## config.mk

```make
export PLATFORM = sky130hd
export DESIGN_NAME = s_tx_channel_arbiter
export DESIGN_NICKNAME = d
export VERILOG_FILES = /design/src/rtl/s_tx_channel_arbiter.sv
export SDC_FILE = /design/constraint.sdc
export NUM_CORES = 1
export LEC_CHECK = 0
export ABC_CLOCK_PERIOD_IN_PS = 9700
export CORE_AREA = 2 2 193 195
export CTS_CLUSTER_DIAMETER = 200
export DETAILED_ROUTE_END_ITERATION = 10
export DIE_AREA = 0 0 195 197
export DONT_BUFFER_PORTS = 1
export HOLD_SLACK_MARGIN = 0.12
export PLACE_DENSITY = 0.48
export SETUP_SLACK_MARGIN = 0.2
export SLEW_MARGIN = 40
export SYNTH_ARGS = -nofsm -noshare
export SYNTH_HDL_FRONTEND = slang
export SYNTH_SLANG_ARGS = --single-unit
```

## constraint.sdc

```tcl
create_clock -name clk_i -period 9.7 [get_ports clk_i]
set_clock_uncertainty 0.05 [all_clocks]
set_input_delay 0.97 -clock clk_i [delete_from_list [all_inputs] [get_ports clk_i]]
set_output_delay 0.97 -clock clk_i [all_outputs]
set_load 0.02 [all_outputs]
```

## src/rtl/s_tx_channel_arbiter.sv

```systemverilog
// ---------------------------------------------------------------------------
// s_tx_channel_arbiter
//
// Merges the AW request stream (write header + data) and the AR request
// stream (single-beat read header) into one packet stream for the link layer.
// Arbitration is round-robin and packet-atomic: once a source wins, it keeps
// the grant until its last beat. The per-packet sidebands (connection id,
// byte count, source) are captured from the first beat of each packet.
// A single register stage drives every tx output.
//
// Ports
//   clk_i, reset_i                clock, asynchronous active-high reset
//   aw_channel_*_i / _o           AW stream: data, keep, last, connection id,
//                                 byte count, valid in, ready out
//   ar_channel_*_i / _o           AR stream, same layout as AW
//   tx_*_o, tx_ready_i            merged output stream; tx_src_o 0=AW, 1=AR
//   pkt_len_err_o                 sticky; a packet ran past MAX_BEATS beats
//
// Build option
//   S_TX_ARB_STAT_EN  adds aw_pkt_cnt_o / ar_pkt_cnt_o, 32-bit wrapping
//                     counters of packets delivered per source.
// ---------------------------------------------------------------------------
module s_tx_channel_arbiter #(
  parameter int DATA_WIDTH = 16,
  parameter int MAX_BEATS  = 64
) (
  input  logic                    clk_i,
  input  logic                    reset_i,
  input  logic [DATA_WIDTH*8-1:0] aw_channel_i,
  input  logic [DATA_WIDTH-1:0]   aw_channel_keep_i,
  input  logic                    aw_channel_last_i,
  input  logic [3:0]              aw_channel_connection_id_i,
  input  logic [12:0]             aw_channel_byte_num_i,
  input  logic                    aw_channel_valid_i,
  output logic                    aw_channel_ready_o,
  input  logic [DATA_WIDTH*8-1:0] ar_channel_i,
  input  logic [DATA_WIDTH-1:0]   ar_channel_keep_i,
  input  logic                    ar_channel_last_i,
  input  logic [3:0]              ar_channel_connection_id_i,
  input  logic [12:0]             ar_channel_byte_num_i,
  input  logic                    ar_channel_valid_i,
  output logic                    ar_channel_ready_o,
  output logic [DATA_WIDTH*8-1:0] tx_data_o,
  output logic [DATA_WIDTH-1:0]   tx_keep_o,
  output logic                    tx_last_o,
  output logic [3:0]              tx_connection_id_o,
  output logic [12:0]             tx_byte_num_o,
  output logic                    tx_src_o,
  output logic                    tx_valid_o,
  input  logic                    tx_ready_i,
  output logic                    pkt_len_err_o
`ifdef S_TX_ARB_STAT_EN
  ,
  output logic [31:0]             aw_pkt_cnt_o,
  output logic [31:0]             ar_pkt_cnt_o
`endif
);

  typedef enum logic [1:0] {
    IDLE    = 2'd0,
    LOCK_AW = 2'd1,
    LOCK_AR = 2'd2
  } state_e;

  localparam logic [7:0] MAX_BEATS_C = 8'(MAX_BEATS);

  state_e                  state_q, state_d;
  logic                    rr_last_q, rr_last_d;      // 1 = AR won the last packet
  logic [7:0]              beat_cnt_q, beat_cnt_d;
  logic                    err_q, err_d;
  logic                    tx_valid_q, tx_valid_d;
  logic [DATA_WIDTH*8-1:0] tx_data_q, tx_data_d;
  logic [DATA_WIDTH-1:0]   tx_keep_q, tx_keep_d;
  logic                    tx_last_q, tx_last_d;
  logic [3:0]              tx_cid_q, tx_cid_d;
  logic [12:0]             tx_bn_q, tx_bn_d;
  logic                    tx_src_q, tx_src_d;

  logic                    load_en_s;
  logic                    grant_aw_s, grant_ar_s;
  logic                    sel_valid_s, sel_last_s, accept_s;
  logic [DATA_WIDTH*8-1:0] sel_data_s;
  logic [DATA_WIDTH-1:0]   sel_keep_s;
  logic [3:0]              sel_cid_s;
  logic [12:0]             sel_bn_s;
  logic [7:0]              beat_num_s;

  // Grant: decided combinationally in IDLE so packets follow back to back;
  // fixed to the owner while locked, whatever the other side presents.
  always_comb begin
    load_en_s  = ~tx_valid_q | tx_ready_i;
    grant_aw_s = 1'b0;
    grant_ar_s = 1'b0;
    case (state_q)
      IDLE: begin
        if (aw_channel_valid_i && ar_channel_valid_i) begin
          grant_ar_s = ~rr_last_q;
          grant_aw_s = rr_last_q;
        end else if (ar_channel_valid_i) begin
          grant_ar_s = 1'b1;
        end else if (aw_channel_valid_i) begin
          grant_aw_s = 1'b1;
        end else begin
          grant_aw_s = 1'b0;
          grant_ar_s = 1'b0;
        end
      end
      LOCK_AW: grant_aw_s = 1'b1;
      LOCK_AR: grant_ar_s = 1'b1;
      default: begin
        grant_aw_s = 1'b0;
        grant_ar_s = 1'b0;
      end
    endcase
  end

  // Source mux and handshake for the granted input.
  always_comb begin
    sel_data_s  = grant_ar_s ? ar_channel_i               : aw_channel_i;
    sel_keep_s  = grant_ar_s ? ar_channel_keep_i          : aw_channel_keep_i;
    sel_last_s  = grant_ar_s ? ar_channel_last_i          : aw_channel_last_i;
    sel_cid_s   = grant_ar_s ? ar_channel_connection_id_i : aw_channel_connection_id_i;
    sel_bn_s    = grant_ar_s ? ar_channel_byte_num_i      : aw_channel_byte_num_i;
    sel_valid_s = (grant_aw_s & aw_channel_valid_i) | (grant_ar_s & ar_channel_valid_i);
    accept_s    = sel_valid_s & load_en_s;
  end

  assign aw_channel_ready_o = grant_aw_s & load_en_s;
  assign ar_channel_ready_o = grant_ar_s & load_en_s;

  // Next state for the FSM, the beat counter and the output register.
  always_comb begin
    state_d    = state_q;
    rr_last_d  = rr_last_q;
    beat_cnt_d = beat_cnt_q;
    err_d      = err_q;
    tx_valid_d = tx_valid_q;
    tx_data_d  = tx_data_q;
    tx_keep_d  = tx_keep_q;
    tx_last_d  = tx_last_q;
    tx_cid_d   = tx_cid_q;
    tx_bn_d    = tx_bn_q;
    tx_src_d   = tx_src_q;

    // Index of the beat being accepted now (1-based); IDLE means packet start.
    if (state_q == IDLE) begin
      beat_num_s = 8'd1;
    end else if (beat_cnt_q == 8'hFF) begin
      beat_num_s = 8'hFF;
    end else begin
      beat_num_s = beat_cnt_q + 8'd1;
    end

    if (load_en_s) begin
      tx_valid_d = accept_s;
    end else begin
      tx_valid_d = tx_valid_q;
    end

    if (accept_s) begin
      tx_data_d  = sel_data_s;
      tx_keep_d  = sel_keep_s;
      tx_last_d  = sel_last_s;
      beat_cnt_d = beat_num_s;
      // Any beat past MAX_BEATS flags the packet; the beat is still forwarded.
      err_d      = err_q | (beat_num_s > MAX_BEATS_C);
      if (state_q == IDLE) begin
        tx_cid_d = sel_cid_s;
        tx_bn_d  = sel_bn_s;
        tx_src_d = grant_ar_s;
      end else begin
        tx_cid_d = tx_cid_q;
        tx_bn_d  = tx_bn_q;
        tx_src_d = tx_src_q;
      end
      if (sel_last_s) begin
        state_d   = IDLE;
        rr_last_d = grant_ar_s;
      end else begin
        state_d   = grant_ar_s ? LOCK_AR : LOCK_AW;
        rr_last_d = rr_last_q;
      end
    end else if ((state_q != IDLE) && (state_q != LOCK_AW) && (state_q != LOCK_AR)) begin
      state_d = IDLE;
    end else begin
      state_d = state_q;
    end
  end

  // FSM, arbitration history, beat counter and registered output stage.
  always_ff @(posedge clk_i or posedge reset_i) begin
    if (reset_i) begin
      state_q    <= IDLE;
      rr_last_q  <= 1'b1;
      beat_cnt_q <= 8'd0;
      err_q      <= 1'b0;
      tx_valid_q <= 1'b0;
      tx_data_q  <= '0;
      tx_keep_q  <= '0;
      tx_last_q  <= 1'b0;
      tx_cid_q   <= 4'd0;
      tx_bn_q    <= 13'd0;
      tx_src_q   <= 1'b0;
    end else begin
      state_q    <= state_d;
      rr_last_q  <= rr_last_d;
      beat_cnt_q <= beat_cnt_d;
      err_q      <= err_d;
      tx_valid_q <= tx_valid_d;
      tx_data_q  <= tx_data_d;
      tx_keep_q  <= tx_keep_d;
      tx_last_q  <= tx_last_d;
      tx_cid_q   <= tx_cid_d;
      tx_bn_q    <= tx_bn_d;
      tx_src_q   <= tx_src_d;
    end
  end

  assign tx_valid_o         = tx_valid_q;
  assign tx_data_o          = tx_data_q;
  assign tx_keep_o          = tx_keep_q;
  assign tx_last_o          = tx_last_q;
  assign tx_connection_id_o = tx_cid_q;
  assign tx_byte_num_o      = tx_bn_q;
  assign tx_src_o           = tx_src_q;
  assign pkt_len_err_o      = err_q;

`ifdef S_TX_ARB_STAT_EN
  logic [31:0] aw_cnt_q, aw_cnt_d;
  logic [31:0] ar_cnt_q, ar_cnt_d;
  logic        pkt_done_s;

  // Count packets as their last beat leaves the output register.
  always_comb begin
    pkt_done_s = tx_valid_q & tx_ready_i & tx_last_q;
    aw_cnt_d   = aw_cnt_q;
    ar_cnt_d   = ar_cnt_q;
    if (pkt_done_s && tx_src_q) begin
      ar_cnt_d = ar_cnt_q + 32'd1;
    end else if (pkt_done_s) begin
      aw_cnt_d = aw_cnt_q + 32'd1;
    end else begin
      aw_cnt_d = aw_cnt_q;
      ar_cnt_d = ar_cnt_q;
    end
  end

  // Packet counter registers.
  always_ff @(posedge clk_i or posedge reset_i) begin
    if (reset_i) begin
      aw_cnt_q <= 32'd0;
      ar_cnt_q <= 32'd0;
    end else begin
      aw_cnt_q <= aw_cnt_d;
      ar_cnt_q <= ar_cnt_d;
    end
  end

  assign aw_pkt_cnt_o = aw_cnt_q;
  assign ar_pkt_cnt_o = ar_cnt_q;
`endif

endmodule
```

# After elaboration in Yosys (flattened, before gate mapping)
# Cells that the tools add are included.
# Widths: inputs -> output; s select.
dict set report word_totals {
  ff_bits 176
  inputBits 329
  output_inout_bits 167
  wordCells 54
}
dict set report classes {
  add_sub_neg 1
  magnitude_cmp 1
  eq_ne 5
  mux 18
  bitwise 10
  n_reduce_logical 8
}
# op n
set op_table {}
lappend op_table {{$mux 128} 1}
lappend op_table {{$mux 16} 1}
lappend op_table {{$mux 8} 2}
lappend op_table {{$mux 13} 1}
lappend op_table {{$add 8x1->8 const B} 1}
lappend op_table {{$eq 8x8->1 const B} 1}
lappend op_table {{$gt 8x7->1 const B} 1}
lappend op_table {{$mux 2} 4}
lappend op_table {{$mux 1} 6}
lappend op_table {{$and 1x1->1} 5}
lappend op_table {{$mux 4} 1}
lappend op_table {{$pmux 1 s2} 2}
lappend op_table {{$reduce_and 2->1} 2}
lappend op_table {{$reduce_bool 2->1} 2}
lappend op_table {{$logic_and 1x1->1} 3}
lappend op_table {{$or 1x1->1} 3}
lappend op_table {{$eq 2x1->1 const B} 1}
lappend op_table {{$eq 2x2->1 const B} 1}
lappend op_table {{$logic_not 2->1} 1}
lappend op_table {{$ne 2x1->1 const B} 1}
lappend op_table {{$ne 2x2->1 const B} 1}
lappend op_table {{$not 1->1} 2}

# Logic depth before layout (Yosys ltp)
dict set report logic_depth {
  ltp_word 8
  mapped_depth 8
  mapped_depth_nobuf 6
}

# Least setup slack after synthesis
# OpenSTA, ideal clock, no wires.
dict set report synth_timing {
  path_kind {input-to-output}
  start {in ar_channel_valid_i}
  end {out ar_channel_ready_o}
  t_arrival_ps 1920
  required_time_ps 8680
  path_slack_ps 6760
  cell_stages 6
  path_buffers 3
  path_cell_list {a21boi_2 > o21bai_2 > buf_4 > buf_6 > buf_6 > nor2_1}
}
dict set report synth_between {
  elab_chain_len 4
  word_cells_on_any_way 5
}
# item line_no
set synth_lines {}
lappend synth_lines {{from (decl)} 41} ;# input logic ar_channel_valid_i,
lappend synth_lines {{$mux 1 or $logic_and 1x1->1 (tied branches)} {99, 96}}
lappend synth_lines {{$mux 1 *} 96} ;# if (aw_channel_valid_i && ar_channel_valid_i) begin
lappend synth_lines {{$pmux 1 s2 *} 94} ;# case (state_q)
lappend synth_lines {{$and 1x1->1 *} 129} ;# assign ar_channel_ready_o = grant_ar_s & load_en_s;
lappend synth_lines {{to (decl)} 42} ;# output logic ar_channel_ready_o,
# Every way passes the cells marked *; elsewhere a longest branch is shown, timed or not.

# Worst setup path in the final report
# Ends and elaborated chain as after synthesis.

==> results.sh <==
export IMPL_routed_wl_um=22610
export IMPL_status="finished, final reports clean"
export IMPL_chipHeight_um=197
export IMPL_start_kind="input pin"
export IMPL_min_period_over_period_pct=28.84
export IMPL_rsz0062_at_grt="no"
export IMPL_cts_tree="done"
export IMPL_synth_distinct_cells=41
export IMPL_instances_no_fill=1248
export IMPL_drtIter0Drc=249
export IMPL_switching_share_pct=45.40
export IMPL_ir_worst_vdd_mv=0.1456
export IMPL_drcViolationCount=0
export IMPL_initial_core_util_pct=23.08
export IMPL_critPathLaunch="ar_channel_valid_i"
export IMPL_r2r_cells=6
export IMPL_post_cts_buffers=0
export IMPL_seqPwrFrac_pct=52.4
export IMPL_final_max_slew_viol_count=0
export IMPL_path_delay_family="compound AO/OA/AOI/OAI gates"
export IMPL_gp_congestion=0.7649
export IMPL_fillers=3904
export IMPL_die_x_um=195
export IMPL_hold_viol=0
export IMPL_clk_path_buf_depth=2
export IMPL_timing_setup_critical_path_class="input pin to output port"
export IMPL_wl_per_cell_um=18.12
export IMPL_drv_cap=0
export IMPL_grt_pass1_wl_um=32940
export IMPL_via_count=5540
export IMPL_reg2reg_slack_ns=7.07
export IMPL_rows=70
export IMPL_cp_end_kind="output port"
export IMPL_syn2layout_area_growth_pct=10.44
export IMPL_htree_levels=4
export IMPL_synth_edff_count=0
export IMPL_pwr_share_clk_pct=20.4
export IMPL_crit_arrival_ns=1.78
export IMPL_drive_gt1_share_pct=6.418
export IMPL_power_internal_mw=1.876
export IMPL_dieArea_mm2=0.03842
export IMPL_io_pins=496
export IMPL_multi_input_area_mm2=0.003513
export IMPL_clkTransAtPathRegs_ns=0.07
export IMPL_cts_sinks=176
export IMPL_nets=1096
export IMPL_cts_resized=0
export IMPL_hold_class="input pin to asynchronous set/reset pin"
export IMPL_ctsHoldBuffers=0
export IMPL_pre_cts_slack_ns=6.427
export IMPL_hpwl_um=17050
export IMPL_crit_path_cell_trace="a21boi_2 > o21bai_4 > nor2_1"
export IMPL_path_depth=3
export IMPL_synth_nets=1126
export IMPL_combinationalPowerShare_pct=27.2
export IMPL_cts_root_buf="clkbuf_16"
export IMPL_p_leak_nw=4.423
export IMPL_critPathMaxStageDelay_ns=0.42
export IMPL_regArea_mm2=0.004405
export IMPL_io_buffers=0
export IMPL_r2r_start="rr_last_q"
export IMPL_tightest_slew_ns=0.8244
export IMPL_fin_setup_tns_ns=0
export IMPL_path_max_fanout=13
export IMPL_ant_nets=0
export IMPL_p_per_area_mw_per_mm2=371.8
export IMPL_antenna_found_initial=1
export IMPL_yosysSeqAreaShare_pct=52.65
export IMPL_dp_cells=1214
export IMPL_grt_pass1_vias=5497
export IMPL_ys_seq_elements=176
export IMPL_cp_num_buf_inv=0
export IMPL_grt_usage_pct=11.36
export IMPL_avgSynthCellArea_um2=10.51
export IMPL_viasPerCell=4.439
export IMPL_syn_instance_count=796
export IMPL_clock_latency_ns=0.44
export IMPL_r2r_end="tx_data_o[24]"
export IMPL_core_area_mm2=0.03626
export IMPL_slowest_stage="o21bai_4"
export IMPL_grt_ovfl_total=0
export IMPL_maxSlewHeadroom_pct=45.04
export IMPL_async_flop_share_pct=100.0
export IMPL_grt_max_degree=110
export IMPL_critPathCapture="ar_channel_ready_o"
export IMPL_cp_data_required_time_ns=8.68
export IMPL_syn_area_mm2=0.008368
export IMPL_yosysWarnings=0
export IMPL_period_needed_ns=2.798
export IMPL_switching_power_mw=1.560
export IMPL_finalSetupViolCount=0
export IMPL_synth_main_ff_cell="dfrtp_1"
export IMPL_fmax_mhz=357.4
export IMPL_numCtsBuffers=17
export IMPL_worst_slack_ns=6.902
export IMPL_drt_first_pass_iters=4
-- flip-flops by register name, indices dropped and copies added (netlist names) --
register,flops
tx_keep_o,16
state_q,2
tx_data_o,128
tx_valid_o,1
tx_connection_id_o,4
tx_byte_num_o,13
tx_src_o,1
tx_last_o,1
pkt_len_err_o,1
rr_last_q,1
beat_cnt_q,8
-- kinds of logic (layout without fill, tap and decap cells) --
family	count (synthesis)	count (layout)	synth area share [%]
flip-flops	176	176	52.65
multiplexers	163	163	19.56
buffers and inverters	61	44	5.547
adder cells (fa/ha/maj)	1	1	0.1495
AND/OR/NAND/NOR	201	201	9.794
other	0	1	0
AO/OA/AOI/OAI	194	194	12.31
-- power groups by stage --
stage / Sequential [mW] / Combinational [mW] / Clock, mW
final: 1.80 / 0.934 / 0.700
after global routing: 1.85 / 1.07 / 0.762
after CTS: 1.82 / 0.941 / 0.735
after detailed placement: 1.83 / 0.946 / 0
after global placement: 1.83 / 0.918 / 0
after floorplan: 1.69 / 0.897 / 0
-- metal layers --
layer | part of all wire [%] | GRT usage (%)
met5 | 0 | 0
met4 | 1.5 | 3.817
met3 | 9.2 | 4.500
met2 | 50 | 19.14
met1 | 39 | 13.16
-- placed cells by master, fill, tap and decap left out, types with 3 or more instances in the layout --
cell          n
mux2i_1     162
nor2b_1       4
nand4_1       3
nand2_1     170
nor2_1       10
buf_4         4
o21ai_0       9
clkbuf_16    17
o21ai_1     160
buf_6         4
nand2b_1      3
dfrtp_1     175
clkinvlp_4    3
inv_6         3
a21oi_1      11
-- final cells by class --
class / instances / area share (%)
clock inverters: 11 / 1.381
well taps: 468 / 6.336
diodes: 1 / 0.02708
inverters: 1 / 0.09477
multi-input cells: 559 / 38.02
clock buffers: 21 / 4.982
flip-flops and latches: 176 / 47.67
repair buffers: 11 / 1.489
-- synth_stat cells, types with 2 or more instances --
cell type / instances / area, um^2
a21oi_1: 11 / 55.05
a22o_1: 2 / 17.52
a41oi_1: 2 / 17.52
and4_1: 2 / 17.52
buf_1: 7 / 26.28
buf_2: 13 / 65.06
buf_4: 7 / 52.55
buf_6: 13 / 146.4
buf_8: 7 / 105.1
clkbuf_1: 12 / 45.04
dfrtp_1: 175 / 4379
mux2i_1: 162 / 1622
nand2_1: 170 / 638.1
nand2b_1: 3 / 18.77
nand3_1: 2 / 10.01
nand4_1: 3 / 18.77
nor2_1: 10 / 37.54
nor2b_1: 4 / 25.02
nor3_1: 2 / 10.01
o21ai_0: 9 / 45.04
o21ai_1: 160 / 800.8
-- worst min-delay path by stage --
stage	start	endpoint	slack, ns	cells after the start
2_1_floorplan	rr_last_q	rr_last_q	0.41	2
3_3_place_gp	rr_last_q	rr_last_q	0.44	2
3_5_place_dp	rr_last_q	rr_last_q	0.44	2
4_1_cts	reset_i	tx_data_o[85]	0.34	1
5_1_grt	reset_i	tx_data_o[85]	0.35	1
6_report	reset_i	tx_data_o[85]	0.36	1
-- stage by stage --
step / total power, mW / utilization [%] / hold slack [ns] / area [um^2]
floorplan: 2.585 / - / 0.4119 / 8368
detailed placement: 2.772 / 23.78 / 0.4449 / 8623
finish: 3.436 / 25.49 / 0.3602 / 9241
CTS: 3.493 / 25.40 / 0.3358 / 9211
global route: 3.677 / 25.49 / 0.3526 / 9241
global placement: 2.748 / 23.66 / 0.4382 / 8581
No activity file was read; power rests on OpenSTA's default activity.
==> edit (same settings) <==
`MAX_BEATS`: 64 -> 32.
--- a/src/rtl/s_tx_channel_arbiter.sv
+++ b/src/rtl/s_tx_channel_arbiter.sv
@@ -23,5 +23,5 @@
 module s_tx_channel_arbiter #(
   parameter int DATA_WIDTH = 16,
-  parameter int MAX_BEATS  = 64
+  parameter int MAX_BEATS  = 32
 ) (
   input  logic                    clk_i,
Behaviour: no difference found for any inputs over 4 cycles, from zero or initial values and one cycle with reset_i high; that may be too few to reach the edited logic, so the function may still have changed.
==> edit against the unedited design <==
Routed wire length fell by 0.10%. Cell area rose by 0.64%. Clock power grew 1%. Setup slack worse by 0.081 ns. Die area unchanged. Synthesized area decreased by 0.25%. Sequential cell count is the same. Power rose by 1.8%. Critical path type unchanged. Largest cell class unchanged.
==> edit: results <==
{
  "dp.cells": 1219,
  "antenna_found_initial": 3,
  "hpwl_um": 16800,
  "drt-initial-drc-count": 203,
  "synthTopCellsByCount": "dfrtp_1 (175), nand2_1 (172), mux2i_1 (162), o21ai_1 (133), o21ai_0 (39)",
  "grt_max_degree": 209,
  "grt_use_total": 0.113,
  "grt_pass1_vias": 5445,
  "p_int_uw": 1900,
  "layout-drive-gt1-share": 0.0650,
  "grt_pass1_wl_um": 32800,
  "yosys-top-cells-area": "dfrtp_1 (52%), mux2i_1 (19%), o21ai_1 (8.0%), nand2_1 (7.7%), o21ai_0 (2.3%)",
  "synthDistinctLibCells": 43,
  "synth_area_per_cell_sq_um": 10.4,
  "nFillCells": 3879,
  "synth_warnings": 0,
  "slew-limit-headroom": 0.431,
  "stdcell_count": 1256,
  "irDropWorstVdd_mv": 0.187,
  "status": "finished, final reports clean",
  "critical_path.max_fanout": 14,
  "seq_area_frac_synth": 0.528,
  "pre_cts_ws_ns": 6.52,
  "first_pass_iters": 5,
  "p_leak_uw": 0.00443,
  "clock_path_buffers": 2,
  "vias": 5631,
  "critical_path_arrival_ns": 1.86,
  "gp_congestion": 0.759,
  "nets": 1102
}
edit: routing by layer:
metal / vias up / routed length, um / part of all wire / global-route usage
met4: 0 / 544 / 0.024 / 0.0554
met3: 24 / 1900 / 0.084 / 0.0421
li1: 2730 / - / - / -
met5: - / 0 / 0 / 0
met2: 276 / 11200 / 0.49 / 0.184
met1: 2601 / 8980 / 0.40 / 0.131
edit: logic make-up (layout without fill, tap and decap cells):
logic type | Yosys count | after routing | synth area share
muxes | 163 | 163 | 0.196
AOI/OAI and AO/OA | 200 | 200 | 0.129
buffers and inverters | 64 | 46 | 0.0501
and+or+nand+nor | 198 | 198 | 0.0949
other | 0 | 3 | 0
adders and majority gates | 1 | 1 | 0.00150
xor gates and xnor gates | 1 | 1 | 0.00105
DFF | 176 | 176 | 0.528
edit: worst paths after layout:
check                                    from            endpoint  slack, ns  cells after the start
max                        ar_channel_valid_i  ar_channel_ready_o       6.82                      3
min                                   reset_i       tx_data_o[17]       0.38                      1
max reg2reg                         rr_last_q       tx_data_o[48]       6.95                      6
min reg2reg                         rr_last_q           rr_last_q       0.49                      2
max in group asynchronous             reset_i       tx_data_o[52]       8.14                      2
min in group clk_i                  rr_last_q           rr_last_q       0.49                      2
edit: metrics by stage:
| stage | util | total power (uW) | instance area [sq um] |
|---|---|---|---|
| 5_1_grt | 0.256 | 3750 | 9300 |
| 2_1_floorplan | - | 2600 | 8350 |
| 3_5_place_dp | 0.238 | 2810 | 8630 |
| 6_report | 0.256 | 3500 | 9300 |
| 4_1_cts | 0.255 | 3540 | 9230 |
| 3_3_place_gp | 0.237 | 2790 | 8610 |
edit: cell type report:
class | count | share of cell area
Clock inverter | 12 | 0.0140
Inverter | 4 | 0.00215
Antenna cell | 3 | 0.000807
Multi-Input combinational cell | 563 | 0.380
Timing Repair Buffer | 10 | 0.0165
Sequential cell | 176 | 0.474
Tap cell | 468 | 0.0630
Clock buffer | 20 | 0.0502
edit: power by group through the flow:
stage / clock (uW) / sequential, uW / combinational, uW
final: 710 / 1810 / 984
after global routing: 773 / 1850 / 1130
after floorplan: 0 / 1680 / 919
after CTS: 743 / 1810 / 983
after detailed placement: 0 / 1820 / 989
after global placement: 0 / 1830 / 960
edit: critical path, cell delays in order:
cell and delay [ns]:
a21boi_1 0.30, o21ai_4 0.22, nor2_1 0.37
